<file path="src/rtl/axi_read_arbiter_if.sv">
// AXI4-Lite read channel bundle (AR + R) between the read arbiter and the shared RAM port.
interface axi_read_arbiter_if #(
  parameter int ADDR_W = 16,
  parameter int DATA_W = 32
);
  logic [ADDR_W-1:0] araddr;
  logic [2:0]        arprot;
  logic              arvalid;
  logic              arready;
  logic [DATA_W-1:0] rdata;
  logic [1:0]        rresp;
  logic              rvalid;
  logic              rready;

  modport master (
    output araddr, arprot, arvalid, rready,
    input  arready, rdata, rresp, rvalid
  );

  modport slave (
    input  araddr, arprot, arvalid, rready,
    output arready, rdata, rresp, rvalid
  );
endinterface

</file>
<file path="src/rtl/axi_read_arbiter.sv">
// Shares one AXI4-Lite read channel between NUM_REQ requesters, one read in flight at a time.
// Define ARB_FIXED_PRIO_EN for lowest-index-wins arbitration; default build is round-robin.
module axi_read_arbiter #(
  parameter int NUM_REQ = 4,
  parameter int ADDR_W  = 16,
  parameter int DATA_W  = 32
) (
  input  logic                      clk,
  input  logic                      rst,
  input  logic [NUM_REQ-1:0]        req_valid,
  input  logic [NUM_REQ*ADDR_W-1:0] req_addr,
  output logic [NUM_REQ-1:0]        req_ready,
  output logic [NUM_REQ-1:0]        resp_valid,
  output logic [DATA_W-1:0]         resp_data,
  output logic [1:0]                resp_resp,
  output logic                      busy,
  axi_read_arbiter_if.master        m_axil
);
  localparam int IDX_W = $clog2(NUM_REQ);

  typedef enum logic [1:0] {IDLE, ADDR, DATA, RESP} state_t;

  state_t            state_reg;
  state_t            state_next;
  logic [IDX_W-1:0]  winner;
  logic [IDX_W-1:0]  grant_reg;
  logic [ADDR_W-1:0] araddr_reg;
  logic [DATA_W-1:0] resp_data_reg;
  logic [1:0]        resp_resp_reg;
  logic [ADDR_W-1:0] addr_arr [NUM_REQ];
  logic              any_req;
  logic              accept;

  generate
    for (genvar gi = 0; gi < NUM_REQ; gi++) begin : g_addr
      assign addr_arr[gi] = req_addr[gi*ADDR_W +: ADDR_W];
    end
  endgenerate

  assign any_req = |req_valid;
  assign accept  = (state_reg == IDLE) && any_req;

`ifdef ARB_FIXED_PRIO_EN
  logic [IDX_W-1:0] scan_idx;

  // Descending scan so the lowest set index is the last assignment to stick.
  always_comb begin
    winner   = '0;
    scan_idx = '0;
    for (int k = NUM_REQ - 1; k >= 0; k--) begin
      scan_idx = IDX_W'(k);
      if (req_valid[scan_idx]) winner = scan_idx;
    end
  end
`else
  logic [IDX_W-1:0] last_grant_reg;
  logic [IDX_W-1:0] scan_idx;
  logic             found;

  // Search starts just after the previous winner and wraps modulo NUM_REQ.
  always_comb begin
    winner   = '0;
    found    = 1'b0;
    scan_idx = '0;
    for (int k = 1; k <= NUM_REQ; k++) begin
      scan_idx = IDX_W'((int'(last_grant_reg) + k) % NUM_REQ);
      if (!found && req_valid[scan_idx]) begin
        winner = scan_idx;
        found  = 1'b1;
      end
    end
  end

  always_ff @(posedge clk or negedge rst) begin
    if (!rst) begin
      last_grant_reg <= IDX_W'(NUM_REQ - 1);
    end else if (accept) begin
      last_grant_reg <= winner;
    end
  end
`endif

  always_ff @(posedge clk or negedge rst) begin
    if (!rst) begin
      state_reg <= IDLE;
    end else begin
      state_reg <= state_next;
    end
  end

  always_comb begin
    state_next = state_reg;
    case (state_reg)
      IDLE:    if (any_req) state_next = ADDR;
      ADDR:    if (m_axil.arready) state_next = DATA;
      DATA:    if (m_axil.rvalid) state_next = RESP;
      RESP:    state_next = IDLE;
      default: state_next = IDLE;
    endcase
  end

  always_comb begin
    req_ready      = '0;
    resp_valid     = '0;
    m_axil.arvalid = 1'b0;
    m_axil.rready  = 1'b0;
    busy           = 1'b1;
    case (state_reg)
      IDLE: begin
        busy = 1'b0;
        if (any_req) req_ready = NUM_REQ'(1) << winner;
      end
      ADDR:    m_axil.arvalid = 1'b1;
      DATA:    m_axil.rready  = 1'b1;
      RESP:    resp_valid     = NUM_REQ'(1) << grant_reg;
      default: busy = 1'b1;
    endcase
  end

  // Address and grant are captured at accept so requesters may drop or change them afterwards.
  always_ff @(posedge clk or negedge rst) begin
    if (!rst) begin
      araddr_reg    <= '0;
      grant_reg     <= '0;
      resp_data_reg <= '0;
      resp_resp_reg <= '0;
    end else begin
      if (accept) begin
        araddr_reg <= addr_arr[winner];
        grant_reg  <= winner;
      end
      if ((state_reg == DATA) && m_axil.rvalid) begin
        resp_data_reg <= m_axil.rdata;
        resp_resp_reg <= m_axil.rresp;
      end
    end
  end

  assign m_axil.araddr = araddr_reg;
  assign m_axil.arprot = 3'b000;
  assign resp_data     = resp_data_reg;
  assign resp_resp     = resp_resp_reg;

endmodule

</file>
<file path="src/flat_wrapper.sv">
// flat-port wrapper written by rule: the top's interface ports become plain ports
module axi_read_arbiter_flat 
#(
  parameter int NUM_REQ = 4,
  parameter int ADDR_W  = 16,
  parameter int DATA_W  = 32
)
  (clk, rst, req_valid, req_addr, req_ready, resp_valid, resp_data, resp_resp, busy, m_axil_araddr, m_axil_arprot, m_axil_arvalid, m_axil_rready, m_axil_arready, m_axil_rdata, m_axil_rresp, m_axil_rvalid);
  axi_read_arbiter_if #(.ADDR_W(ADDR_W), .DATA_W(DATA_W)) m_axil_i ();
  input  logic clk;
  input  logic rst;
  input  logic [NUM_REQ-1:0] req_valid;
  input  logic [NUM_REQ*ADDR_W-1:0] req_addr;
  output logic [NUM_REQ-1:0] req_ready;
  output logic [NUM_REQ-1:0] resp_valid;
  output logic [DATA_W-1:0] resp_data;
  output logic [1:0] resp_resp;
  output logic busy;
  output wire logic [$bits(m_axil_i.araddr)-1:0] m_axil_araddr;
  output wire logic [$bits(m_axil_i.arprot)-1:0] m_axil_arprot;
  output wire logic [$bits(m_axil_i.arvalid)-1:0] m_axil_arvalid;
  output wire logic [$bits(m_axil_i.rready)-1:0] m_axil_rready;
  input wire logic [$bits(m_axil_i.arready)-1:0] m_axil_arready;
  input wire logic [$bits(m_axil_i.rdata)-1:0] m_axil_rdata;
  input wire logic [$bits(m_axil_i.rresp)-1:0] m_axil_rresp;
  input wire logic [$bits(m_axil_i.rvalid)-1:0] m_axil_rvalid;
  assign m_axil_araddr = m_axil_i.araddr;
  assign m_axil_arprot = m_axil_i.arprot;
  assign m_axil_arvalid = m_axil_i.arvalid;
  assign m_axil_rready = m_axil_i.rready;
  assign m_axil_i.arready = m_axil_arready;
  assign m_axil_i.rdata = m_axil_rdata;
  assign m_axil_i.rresp = m_axil_rresp;
  assign m_axil_i.rvalid = m_axil_rvalid;
  axi_read_arbiter #(.NUM_REQ(NUM_REQ), .ADDR_W(ADDR_W), .DATA_W(DATA_W)) u_core (.clk(clk), .rst(rst), .req_valid(req_valid), .req_addr(req_addr), .req_ready(req_ready), .resp_valid(resp_valid), .resp_data(resp_data), .resp_resp(resp_resp), .busy(busy), .m_axil(m_axil_i));
endmodule
</file>
<file path="config.mk">
export PLATFORM = sky130hd
export DESIGN_NAME = axi_read_arbiter_flat
export DESIGN_NICKNAME = d
export VERILOG_FILES = /design/src/rtl/axi_read_arbiter_if.sv /design/src/rtl/axi_read_arbiter.sv /design/src/flat_wrapper.sv
export SDC_FILE = /design/constraint.sdc
export NUM_CORES = 1
export LEC_CHECK = 0
export BUFFER_PORTS_ARGS = -buffer_cell sky130_fd_sc_hd__buf_2
export CORE_UTILIZATION = 47
export DETAILED_ROUTE_END_ITERATION = 8
export GPL_ROUTABILITY_DRIVEN = 1
export PLACE_DENSITY = 0.91
export RECOVER_POWER = 50
export SYNTH_ARGS = -nofsm -noshare
export SYNTH_HDL_FRONTEND = slang
export SYNTH_SLANG_ARGS = --single-unit
export TNS_END_PERCENT = 10
</file>
<file path="constraint.sdc">
create_clock -name clk -period 2.73 [get_ports clk]
set_input_delay 0.1365 -clock clk [delete_from_list [all_inputs] [get_ports clk]]
set_output_delay 0.1365 -clock clk [all_outputs]
set_load 0.05 [all_outputs]
</file>
==> results of run 1 <==
stage by stage:
| stage | power, W | hold WS, ns | area [um2] |
|---|---|---|---|
| floorplan | 0.00417 | -0.159 | 2870 |
| global placement | 0.00491 | 0.215 | 3770 |
| detailed placement | 0.00502 | 0.238 | 3770 |
| CTS | 0.00548 | 0.0529 | 3870 |
| global route | 0.00564 | 0.0474 | 3810 |
| finish | 0.00535 | 0.0558 | 3810 |
cell families after synthesis:
| kind of cell | Yosys count | synth area share, % |
|---|---|---|
| AOI/OAI and AO/OA | 44 | 13.0 |
| adders and majority gates | 4 | 1.75 |
| buffers and inverters | 24 | 4.32 |
| DFF | 56 | 49.0 |
| muxes | 51 | 19.3 |
| other | 1 | 0.131 |
| and+or+nand+nor | 78 | 12.5 |
per-layer routing:
metal  up-vias  global-route usage [%]  routed length, um
met5         -                       0                  0
met4         0                    5.89                 95
met3        10                    4.66                564
met2       138                    45.2               4000
met1      1227                    25.5               3000
li1       1250                       -                  -
how the worst max path moves through the flow:
stage                                               end                            startpoint
floorplan                                  req_ready[0]  u_core.last_grant_reg[0]$_DFFE_PN1P_
global placement                           req_ready[1]  u_core.last_grant_reg[1]$_DFFE_PN1P_
detailed placement  u_core.m_axil.araddr[9]$_DFFE_PN0P_  u_core.last_grant_reg[1]$_DFFE_PN1P_
CTS                                        req_ready[1]  u_core.last_grant_reg[1]$_DFFE_PN1P_
global route                               req_ready[1]  u_core.last_grant_reg[1]$_DFFE_PN1P_
finish                                     req_ready[1]  u_core.last_grant_reg[1]$_DFFE_PN1P_
critical path, delay by kind of cell (launching register included):
family	cells	cell delay (ns)
flops	1	0.58
buf+inv	1	0.25
compound gates	2	0.92
simple gates	1	0.10
mux	1	0.21
power groups by stage:
stage | Combinational [W] | Clock (W) | Sequential [W]
after floorplan | 0.00135 | 0 | 0.00282
after global placement | 0.00343 | 0 | 0.00149
after detailed placement | 0.00350 | 0 | 0.00152
after CTS | 0.00351 | 0.000475 | 0.00150
after global routing | 0.00357 | 0.000509 | 0.00156
final | 0.00338 | 0.000458 | 0.00151
cells in the final DEF (no fill, tap or decap), types with 6 or more instances in the layout:
cell / Yosys / routed
nor3_1: 18 / 17
nand2_1: 22 / 22
clkbuf_1: 8 / 51
mux2i_1: 17 / 17
mux2_2: 34 / 34
a211oi_2: 10 / 10
buf_2: 3 / 115
dfrtp_1: 54 / 54
buf_4: 6 / 9
a211oi_1: 22 / 22
inv_1: 6 / 6
nor2_1: 24 / 23
area by class of cell:
class / count / area (um2) / share of cell area [%]
sequential: 56 / 1400 / 36.9
timing repair buffer: 176 / 845 / 22.2
multi-input combinational: 180 / 1350 / 35.5
tap: 75 / 93.8 / 2.46
clock inverter: 3 / 22.5 / 0.591
clock buffer: 5 / 68.8 / 1.81
inverter: 6 / 22.5 / 0.591
synthesized netlist by cell type (all sizes together):
| master | instances |
|---|---|
| a21oi | 3 |
| ha | 4 |
| and3 | 2 |
| nor4 | 1 |
| a21bo | 1 |
| o22ai | 1 |
| and3b | 1 |
| or2 | 1 |
| or3 | 1 |
| clkbuf | 8 |
| a222oi | 1 |
| nand2b | 4 |
| conb | 1 |
| nor3b | 2 |
| buf | 10 |
| dfrtp | 54 |
| nand2 | 22 |
| a211oi | 32 |
| nor2 | 25 |
| o21ai | 6 |
| inv | 6 |
| nor3 | 18 |
| or3b | 1 |
| mux2 | 34 |
| dfstp | 2 |
| mux2i | 17 |
timing repair:
item                                    CTS  global route
endpoints found under the setup margin    0             0
hold buffers                              1             0
endpoints found under the hold margin    28             0
==> summary.md, run 1 <==
| Metric | Value |
|---|---|
| Global-route wire length before repair | `11400 um` |
| Worst slew pin tran | `1.74 ns` |
| Crit path max fanout | `17` |
| RSZ-0062 raised after global routing | `false` |
| CORE AREA | `0.00589 mm2` |
| Rows | `28` |
| Setup TNS Final | `0 ns` |
| CP Data Arrival Time | `2.37 ns` |
| Port-buffer cells | `166` |
| Layout Cells excl Fill | `501` |
| Power share of the clock group | `8.6%` |
| WP data required | `2.59 ns` |
| Share of layout cells above drive strength 1 | `43.4%` |
| Initial DRC Count | `70` |
| Router iterations before antenna repair | `4` |
| Reg2reg end | `u_core.m_axil.araddr[2]$_DFFE_PN0P_` |
| Remaining Overflow, GRT | `0` |
| Post-DRT Antenna Nets | `0` |
| DRC errors left | `0` |
| CTS H-tree depth | `2` |
| Critical-path top delay cell | `o21ai_2` |
| Seq/Total Area, Yosys | `49.0%` |
| Post-DP HPWL | `5900 um` |
| Number of setup buffers added after CTS | `0` |
| Initial antenna violation count | `0` |
| Number of placed instances with taps included | `492` |
| Routed wire length | `7660 um` |
| Final core occ | `64.7%` |
| Worst Hold Depth | `2` |
| CTS tree | `done` |
| Top Ports | `170` |
| Sinks on the clock net | `56` |
| Syn_area_per_cell | `11.1 um2` |
| Synth area leader | `dfrtp_1` |
| GP Congestion | `0.793` |
| Hold Crit Start | `m_axil_rdata[8]` |
| Crit path largest cell delay | `0.79 ns` |
| Clock latency on the worst-skew pair | `0.31 ns` |
| Fmax | `0.398 GHz` |
| Worst-path clk slew | `0.10 ns` |
| Synthesized netlist cell count | `258` |
| Resize count post-CTS | `0` |
| Vias in the first global route | `2558` |
| LEAKAGE | `1.83 nW` |
| Top post-synthesis cells by area | `dfrtp_1 (47%), mux2_2 (13%), mux2i_1 (5.9%)` |
| Vias | `2625` |
| Final period utilization | `91.9%` |
| Final Critical Period | `2.51 ns` |
| CTS buffer count | `5` |
| Worst setup EP type | `output pin` |
| Die Footprint | `0.00641 mm2` |
| Global-route usage over all layers | `23.3%` |
| Fillers | `525` |
| Initial core utilization | `48.7%` |
| Layout area overhead | `32.9%` |
| Nets | `535` |
| Startpoint Class | `flop` |
| Setup Viol. Count Final | `0` |
| Relative slew slack | `-16.3%` |
| R2R setup slack | `0.53 ns` |
| Count of state elements after synthesis | `56` |
| Setup slack after layout | `0.220 ns` |
| Post-Place Worst Slack | `0.553 ns` |
| Vias per cell | `5.24` |
| Root Buffer | `clkbuf_8` |
| Routed len/inst | `15.3 um` |
| Yosys top cell area share | `47.2%` |
| # diodes | `0` |
| Hold Fails Final Rpt | `0` |
| Violated checks | `max-capacitance violations, max-slew violations` |
| Post-Syn Area | `0.00287 mm2` |
| Final Skew | `0.00547 ns` |
| Count of different cell masters after synthesis | `33` |
| Worst min path class | `in2reg` |
| Max-Cap Viols | `1` |
| PwrDens | `1400 mW/mm2` |
| CP Cell Sequence | `mux2i_1 -> o22ai_1 -> o21ai_2 -> nor2_1 -> buf_2` |
| R2r worst-path depth | `5` |
| CP Class | `reg2out` |
| Die Span Y | `80.1 um` |
| Worst-case clock buffer depth | `2` |
| Max reg flops | `32` |
| Worst vdd ir | `0.000896 V` |
| Sw Pwr | `0.00302 W` |
| Pint | `0.00233 W` |
| Seq pwr share | `28.3%` |
| Die Width | `80.1 um` |
| Worst Hold End | `u_core.resp_data[8]$_DFFE_PN0P_` |
| Outcome | `complete, but fails checks` |
| Synth warn | `0` |
| Beginning of the worst register-to-register path | `u_core.last_grant_reg[1]$_DFFE_PN1P_` |
| Largest net degree at the start of global routing | `35` |
| Logic pwr share | `63.2%` |
| Slew Limit Fails | `32` |
| Switching share of power | `56.4%` |
Power figures use the tool's default switching activity.
==> run 2, diff against run 1 <==
- HOLD_SLACK_MARGIN: not set -> 0.06
==> run 2 against run 1 <==
  * The run still ends with max-capacitance violations, max-slew violations left
  * Setup slack improved by 0.023 ns
  * Global-route usage up 0.66 points
  * Sequential share of layout area is 1.8 points lower
  * Via count rose by 4.5%
  * Combinational power rose by 1%
  * Critical path type unchanged
  * Largest cell class unchanged
  * Largest power group unchanged
==> summary.md, run 2 (synthesis results as in run 1) <==
| Metric | Value |
|---|---|
| Outcome | `complete, but fails checks` |
| Violated checks | `max-capacitance violations, max-slew violations` |
| Die Width | `80.1 um (unchanged)` |
| Rows | `28 (unchanged)` |
| Initial core utilization | `48.7% (unchanged)` |
| Setup TNS Final | `0 ns (unchanged)` |
| Vias per cell | `5.26 (+0.48%)` |
| Most common cell after layout, fill and taps aside | `buf_2` |
| # diodes | `0 (unchanged)` |
| Reg area | `0.00140 mm2 (unchanged)` |
| DRC errors left | `0 (unchanged)` |
| Initial DRC Count | `91 (+30%)` |
| Relative slew slack | `-17.5% (-1.3 points)` |
| CP Cell Sequence | `mux2i_1 -> o22ai_1 -> o21ai_2 -> nor2_1 -> buf_2` |
| Post-DRT Antenna Nets | `0 (unchanged)` |
| Largest net degree at the start of global routing | `35 (unchanged)` |
| Worst-path clk slew | `0.10 ns (about the same)` |
| Fmax | `0.402 GHz (+0.91%)` |
| Routed wire length | `8450 um (+10%)` |
| Root Buffer | `clkbuf_8` |
| LEAKAGE | `1.92 nW (+4.6%)` |
| Fillers | `485 (-7.6%)` |
| Met3 Resource Use GR | `4.66% (unchanged)` |
| Post-Place Worst Slack | `0.553 ns (unchanged)` |
| CTS H-tree depth | `2 (unchanged)` |
| CP Class | `reg2out` |
| Worst-case clock buffer depth | `2 (unchanged)` |
| PwrDens | `1350 mW/mm2 (-3.9%)` |
| Hold Fails Final Rpt | `0 (unchanged)` |
| Worst slew pin tran | `1.76 ns (+0.0188 ns)` |
| Max-Cap Viols | `1 (unchanged)` |
| Post-DP HPWL | `5900 um (unchanged)` |
| Number of setup buffers added after CTS | `0 (unchanged)` |
| Layout area overhead | `39.9%` |
| RSZ-0062 raised after global routing | `false` |
| Die Footprint | `0.00641 mm2 (unchanged)` |
| Nets | `555 (+3.7%)` |
| Vias in the first global route | `2619 (+2.4%)` |
| Startpoint Class | `flop` |
| Slew Limit Fails | `32 (unchanged)` |
| Global-route usage over all layers | `23.9% (+0.66 points)` |
| Worst vdd ir | `0.000927 V (+3.5%)` |
| Vias | `2743 (+4.5%)` |
| WP data required | `2.59 ns (about the same)` |
| Final Critical Period | `2.49 ns (-0.0226 ns)` |
| Clock latency on the worst-skew pair | `0.31 ns (about the same)` |
| Setup slack after layout | `0.243 ns (+0.0226 ns)` |
| CTS buffer count | `5 (unchanged)` |
| Area of the multi-input gates | `0.00135 mm2 (unchanged)` |
| Final period utilization | `91.1% (-0.83 points)` |
| GR Layer Usage met2 | `47.2% (+2.0 points)` |
| CTS tree | `done` |
| Die Span Y | `80.1 um (unchanged)` |
| Sinks on the clock net | `56 (unchanged)` |
| Met1 Use GR | `25.6% (+0.15 points)` |
| Most frequent cells in the layout | `buf_2 (115), dfrtp_1 (54), clkbuf_1 (51), mux2_2 (34), nor2_1 (23)` |
| GP Congestion | `0.793 (unchanged)` |
| Crit path largest cell delay | `0.78 ns (about the same)` |
| Router iterations before antenna repair | `4 (unchanged)` |
| Remaining Overflow, GRT | `0 (unchanged)` |
| Final Skew | `0.00397 ns (-0.00151 ns)` |
| Crit path max fanout | `17 (unchanged)` |
| Share of layout cells above drive strength 1 | `41.5% (-1.9 points)` |
| Routed len/inst | `16.2 um (+6.0%)` |
| Top Ports | `170 (unchanged)` |
| Worst setup EP type | `output pin` |
| Max reg flops | `32 (unchanged)` |
| CP Data Arrival Time | `2.35 ns (-0.02 ns)` |
| Setup Viol. Count Final | `0 (unchanged)` |
| Design Power | `0.00541 W (+1.2%)` |
| Worst min path class | `in2reg` |
| Initial antenna violation count | `0 (unchanged)` |
| Global-route wire length before repair | `11700 um (+2.5%)` |
| Most used routing layer in global routing | `met2` |
| Port-buffer cells | `166 (unchanged)` |
| CORE AREA | `0.00589 mm2 (unchanged)` |
| Critical-path top delay cell | `o21ai_2` |
[run 2: where the power goes]
part	switching (W)	total (W)	leakage, nW	internal [W]
Sequential	0.000253	0.00152	0.647	0.00127
Combinational	0.00253	0.00343	1.22	0.000897
Clock	0.000276	0.000460	0.0485	0.000185
Total	0.00306	0.00541	1.92	0.00235
[run 2: area by class of cell]
class,instances,share of cell area (%)
flip-flops and latches,56,35.0
multi-input cells,180,33.7
repair buffers,196,26.1
well taps,75,2.34
clock buffers,5,1.72
clock inverters,3,0.562
inverters,6,0.562
[run 2: critical path: cells and delay by family (launching register included)]
kind / cells / cell delay, ns
AND/OR/NAND/NOR: 1 / 0.10
flip-flops: 1 / 0.58
multiplexers: 1 / 0.21
AO/OA/AOI/OAI: 2 / 0.91
buffers and inverters: 1 / 0.25
[run 2: worst paths after layout]
| path | slack [ns] | to | start | cells after the start |
|---|---|---|---|---|
| min reg2reg | 0.51 | u_core.resp_data[9]$_DFFE_PN0P_ | u_core.resp_data[9]$_DFFE_PN0P_ | 1 |
| max reg2reg | 0.55 | u_core.m_axil.araddr[2]$_DFFE_PN0P_ | u_core.last_grant_reg[1]$_DFFE_PN1P_ | 5 |
| min | 0.06 | u_core.resp_data[22]$_DFFE_PN0P_ | m_axil_rdata[22] | 2 |
| min in group asynchronous | 0.83 | u_core.resp_data[10]$_DFFE_PN0P_ | rst | 2 |
| max in group asynchronous | 0.72 | u_core.resp_data[19]$_DFFE_PN0P_ | rst | 3 |
| max | 0.24 | req_ready[1] | u_core.last_grant_reg[1]$_DFFE_PN1P_ | 5 |
[run 2: timing repair]
item / in CTS / in global routing
setup endpoints to repair: 0 / 0
hold buffers: 9 / 12
gates resized for setup: 0 / 0
hold endpoints to repair: 36 / 12
[run 2: stage by stage]
step	hold WS (ns)	std cells	instance area (um2)	utilization (%)
final	0.0639	521	4010	68.1
after global routing	0.0539	521	4010	68.1
after CTS	0.0601	509	3950	67.2
after detailed placement	0.238	492	3770	64.1
after global placement	0.215	492	3770	64.1
after floorplan	-0.159	260	2870	-
[run 2: metal layers]
metal / wire [um] / share of wire [%]
met1: 3270 / 39
met2: 4500 / 53
met3: 554 / 6.6
met4: 117 / 1.4
met5: 0 / 0
==> run 3, diff against run 2 <==
--- a/config.mk
+++ b/config.mk
@@ -8,2 +8,3 @@
 export BUFFER_PORTS_ARGS = -buffer_cell sky130_fd_sc_hd__buf_2
+export CORE_ASPECT_RATIO = 2
 export CORE_UTILIZATION = 47
@@ -11,2 +12,3 @@
 export GPL_ROUTABILITY_DRIVEN = 1
+export GPL_TIMING_DRIVEN = 0
 export HOLD_SLACK_MARGIN = 0.06
==> constraint.sdc (replaced) <==
create_clock -name clk -period 2.73 [get_ports clk]
set_input_delay 0.4095 -clock clk [delete_from_list [all_inputs] [get_ports clk]]
set_output_delay 0.4095 -clock clk [all_outputs]
set_load 0.05 [all_outputs]
==> run 3 against run 2 <==
  * Count of clock-buffer cells in the layout unchanged
  * Largest cell class unchanged
  * Combinational power about the same
  * The run ends with design-rule violations left
  * Core utilization decreased by 0.63 points
  * Register-to-register slack improved by 0.03 ns
==> summary.md, run 3 (synthesis results as in run 1) <==
| Metric | Value |
|---|---|
| Hold Crit Start | `m_axil_rdata[24]` |
| Seq pwr share | `26.6% (-1.5 points)` |
| Most common cell after layout, fill and taps aside | `buf_2` |
| Final Skew | `0.00666 ns (+0.00270 ns)` |
| Violated checks | `design-rule violations` |
| Top Ports | `170 (unchanged)` |
| Die Footprint | `0.00643 mm2 (+0.29%)` |
| Worst-path clk slew | `0.07 ns (-0.03 ns)` |
| Worst Hold Depth | `2 (unchanged)` |
| Max reg flops | `32 (unchanged)` |
| Routed wire length | `7500 um (-11%)` |
| Remaining Overflow, GRT | `0 (unchanged)` |
| Worst min path class | `in2reg` |
| Initial antenna violation count | `0 (unchanged)` |
| Setup TNS Final | `0 ns (unchanged)` |
| Crit path max fanout | `10 (-7)` |
| Max-Cap Viols | `0 (-1)` |
| Root Buffer | `clkbuf_16` |
| CTS buffer count | `5 (unchanged)` |
| PwrDens | `1450 mW/mm2 (+7.1%)` |
| Layout area overhead | `36.8%` |
| Area after DPL | `0.00378 mm2 (+0.23%)` |
| Post-DP HPWL | `5940 um (+0.67%)` |
| Slew Limit Fails | `0 (-100%)` |
| CP Class | `reg2out` |
| Sw Pwr | `0.00303 W (-1.0%)` |
| Layout Cells excl Fill | `495 (-5.0%)` |
| CTS H-tree depth | `2 (unchanged)` |
| Outcome | `complete, but fails checks` |
| Global-route wire length before repair | `11700 um (-0.18%)` |
| Logic pwr share | `60.4% (-3.0 points)` |
| Relative slew slack | `7.27% (+25 points)` |
| Fin area | `0.00392 mm2 (-2.2%)` |
| Global-route usage over all layers | `23.7% (-0.28 points)` |
| CTS tree | `done` |
| Critical Path Source | `u_core.last_grant_reg[0]$_DFFE_PN1P_` |
| Router iterations before antenna repair | `6 (+2)` |
| Initial core utilization | `49.3% (+0.66 points)` |
| Switching share of power | `53.5% (-3.1 points)` |
| Reg2reg end | `u_core.m_axil.araddr[11]$_DFFE_PN0P_` |
| Power share of the clock group | `13.0% (+4.5 points)` |
| Initial DRC Count | `147 (+62%)` |
| Routed len/inst | `15.2 um (-6.5%)` |
| # diodes | `0 (unchanged)` |
| Rows | `39 (+39%)` |
| Worst vdd ir | `0.000742 V (-20%)` |
| R2r worst-path depth | `6 (+1)` |
| Setup Viol. Count Final | `0 (unchanged)` |
| Fmax | `0.384 GHz (-4.6%)` |
| Vias | `2676 (-2.4%)` |
| Die Width | `57.2 um (-29%)` |
| Clock latency on the worst-skew pair | `0.29 ns (-0.02 ns)` |
| LEAKAGE | `1.94 nW (+0.96%)` |
| WP data required | `2.32 ns (-0.27 ns)` |
| Vias in the first global route | `2611 (-0.31%)` |
| Vias per cell | `5.41 (+2.7%)` |
| GP Congestion | `0.802 (+1.1%)` |
| Pint | `0.00264 W (+12%)` |
| CORE AREA | `0.00581 mm2 (-1.3%)` |
| Beginning of the worst register-to-register path | `u_core.last_grant_reg[1]$_DFFE_PN1P_` |
| Worst setup EP type | `output pin` |
| Share of layout cells above drive strength 1 | `47.5% (+6.0 points)` |
| Hold Fails Final Rpt | `0 (unchanged)` |
| Die Span Y | `112 um (+40%)` |
| Most frequent cells in the layout | `buf_2 (137), dfrtp_1 (54), clkbuf_1 (37), mux2_2 (34), nor2_1 (24)` |
| Port-buffer cells | `166 (unchanged)` |
| Worst slew pin tran | `1.39 ns (-0.372 ns)` |
| Nets | `543 (-2.2%)` |
| Final period utilization | `95.5% (+4.4 points)` |
| R2R setup slack | `0.58 ns (+0.03 ns)` |
| DRC errors left | `14 (+14)` |
| Sinks on the clock net | `56 (unchanged)` |
| Number of placed instances with taps included | `487 (-1.0%)` |
| Worst-case clock buffer depth | `2 (unchanged)` |
| Largest net degree at the start of global routing | `57 (+63%)` |
| Worst Hold End | `u_core.resp_data[24]$_DFFE_PN0P_` |
| Final Critical Period | `2.61 ns (+0.120 ns)` |
| CTS Hold Buffers Added | `0 (-9)` |
| RSZ-0062 raised after global routing | `false` |
| Post-DRT Antenna Nets | `0 (unchanged)` |
| CP Data Arrival Time | `2.20 ns (-0.15 ns)` |
| Startpoint Class | `flop` |
run 3: cell count changes in the layout (fill, tap and decap cells not counted), moves of 2 or more:
cell and delta:
buf_2 +22, buf_4 -3, clkbuf_1 -14, clkbuf_16 +5, clkbuf_2 +2, clkbuf_8 -5
dlygate4sd3_1 -21
run 3: worst max path at each step:
| stage | to | slack (ns) | cells after the start |
|---|---|---|---|
| detailed placement | req_ready[0] | 0.37 | 7 |
| floorplan | req_ready[0] | 0.03 | 5 |
| finish | req_ready[0] | 0.12 | 6 |
| global placement | req_ready[1] | 0.37 | 7 |
| CTS | req_ready[2] | 0.08 | 8 |
| global route | req_ready[0] | 0.001 | 6 |
run 3: metrics by stage:
step | hold slack (ns) | setup WS, ns | total power (W) | util [%]
finish | 0.346 | 0.123 | 0.00567 | 67.5
CTS | 0.342 | 0.0768 | 0.00576 | 68.1
global placement | 0.482 | 0.373 | 0.00490 | 65.1
floorplan | 0.114 | 0.0264 | 0.00417 | -
global route | 0.342 | 0.00130 | 0.00595 | 67.5
detailed placement | 0.489 | 0.372 | 0.00502 | 65.1
run 3: layer usage:
layer,up-vias,wire length (um),GRT usage [%]
li1,1265,-,-
met1,1259,2710,23.9
met2,132,4050,44.1
met3,20,464,4.49
met4,0,275,12.4
met5,-,0,0
run 3: worst max-delay path, cell delays in order (launching register included):
cell and delay (ns):
dfstp_2 0.57, o21ai_1 0.08, a21oi_2 0.36, nor3_1 0.13, clkbuf_4 0.23, nor3_1 0.21
buf_2 0.31
run 3: final cells by class:
| cell class | instances | area, um2 |
|---|---|---|
| multi-input cells | 180 | 1350 |
| fillers | 464 | 1890 |
| clock inverters | 3 | 47.5 |
| inverters | 6 | 22.5 |
| clock buffers | 5 | 125 |
| plain buffers | 18 | 105 |
| well taps | 61 | 76.3 |
| repair buffers | 166 | 793 |
| flip-flops and latches | 56 | 1400 |
run 3: timing repair:
action	in CTS	in global routing
buffers inserted	0	0
endpoints found under the setup margin	0	2
resized for setup	0	3
run 3: power groups by stage:
stage               clock, W  combinational, W  sequential (W)
global route        0.000778           0.00361         0.00156
global placement           0           0.00342         0.00148
finish              0.000736           0.00342         0.00151
floorplan                  0           0.00135         0.00282
detailed placement         0           0.00350         0.00152
CTS                 0.000748           0.00350         0.00150
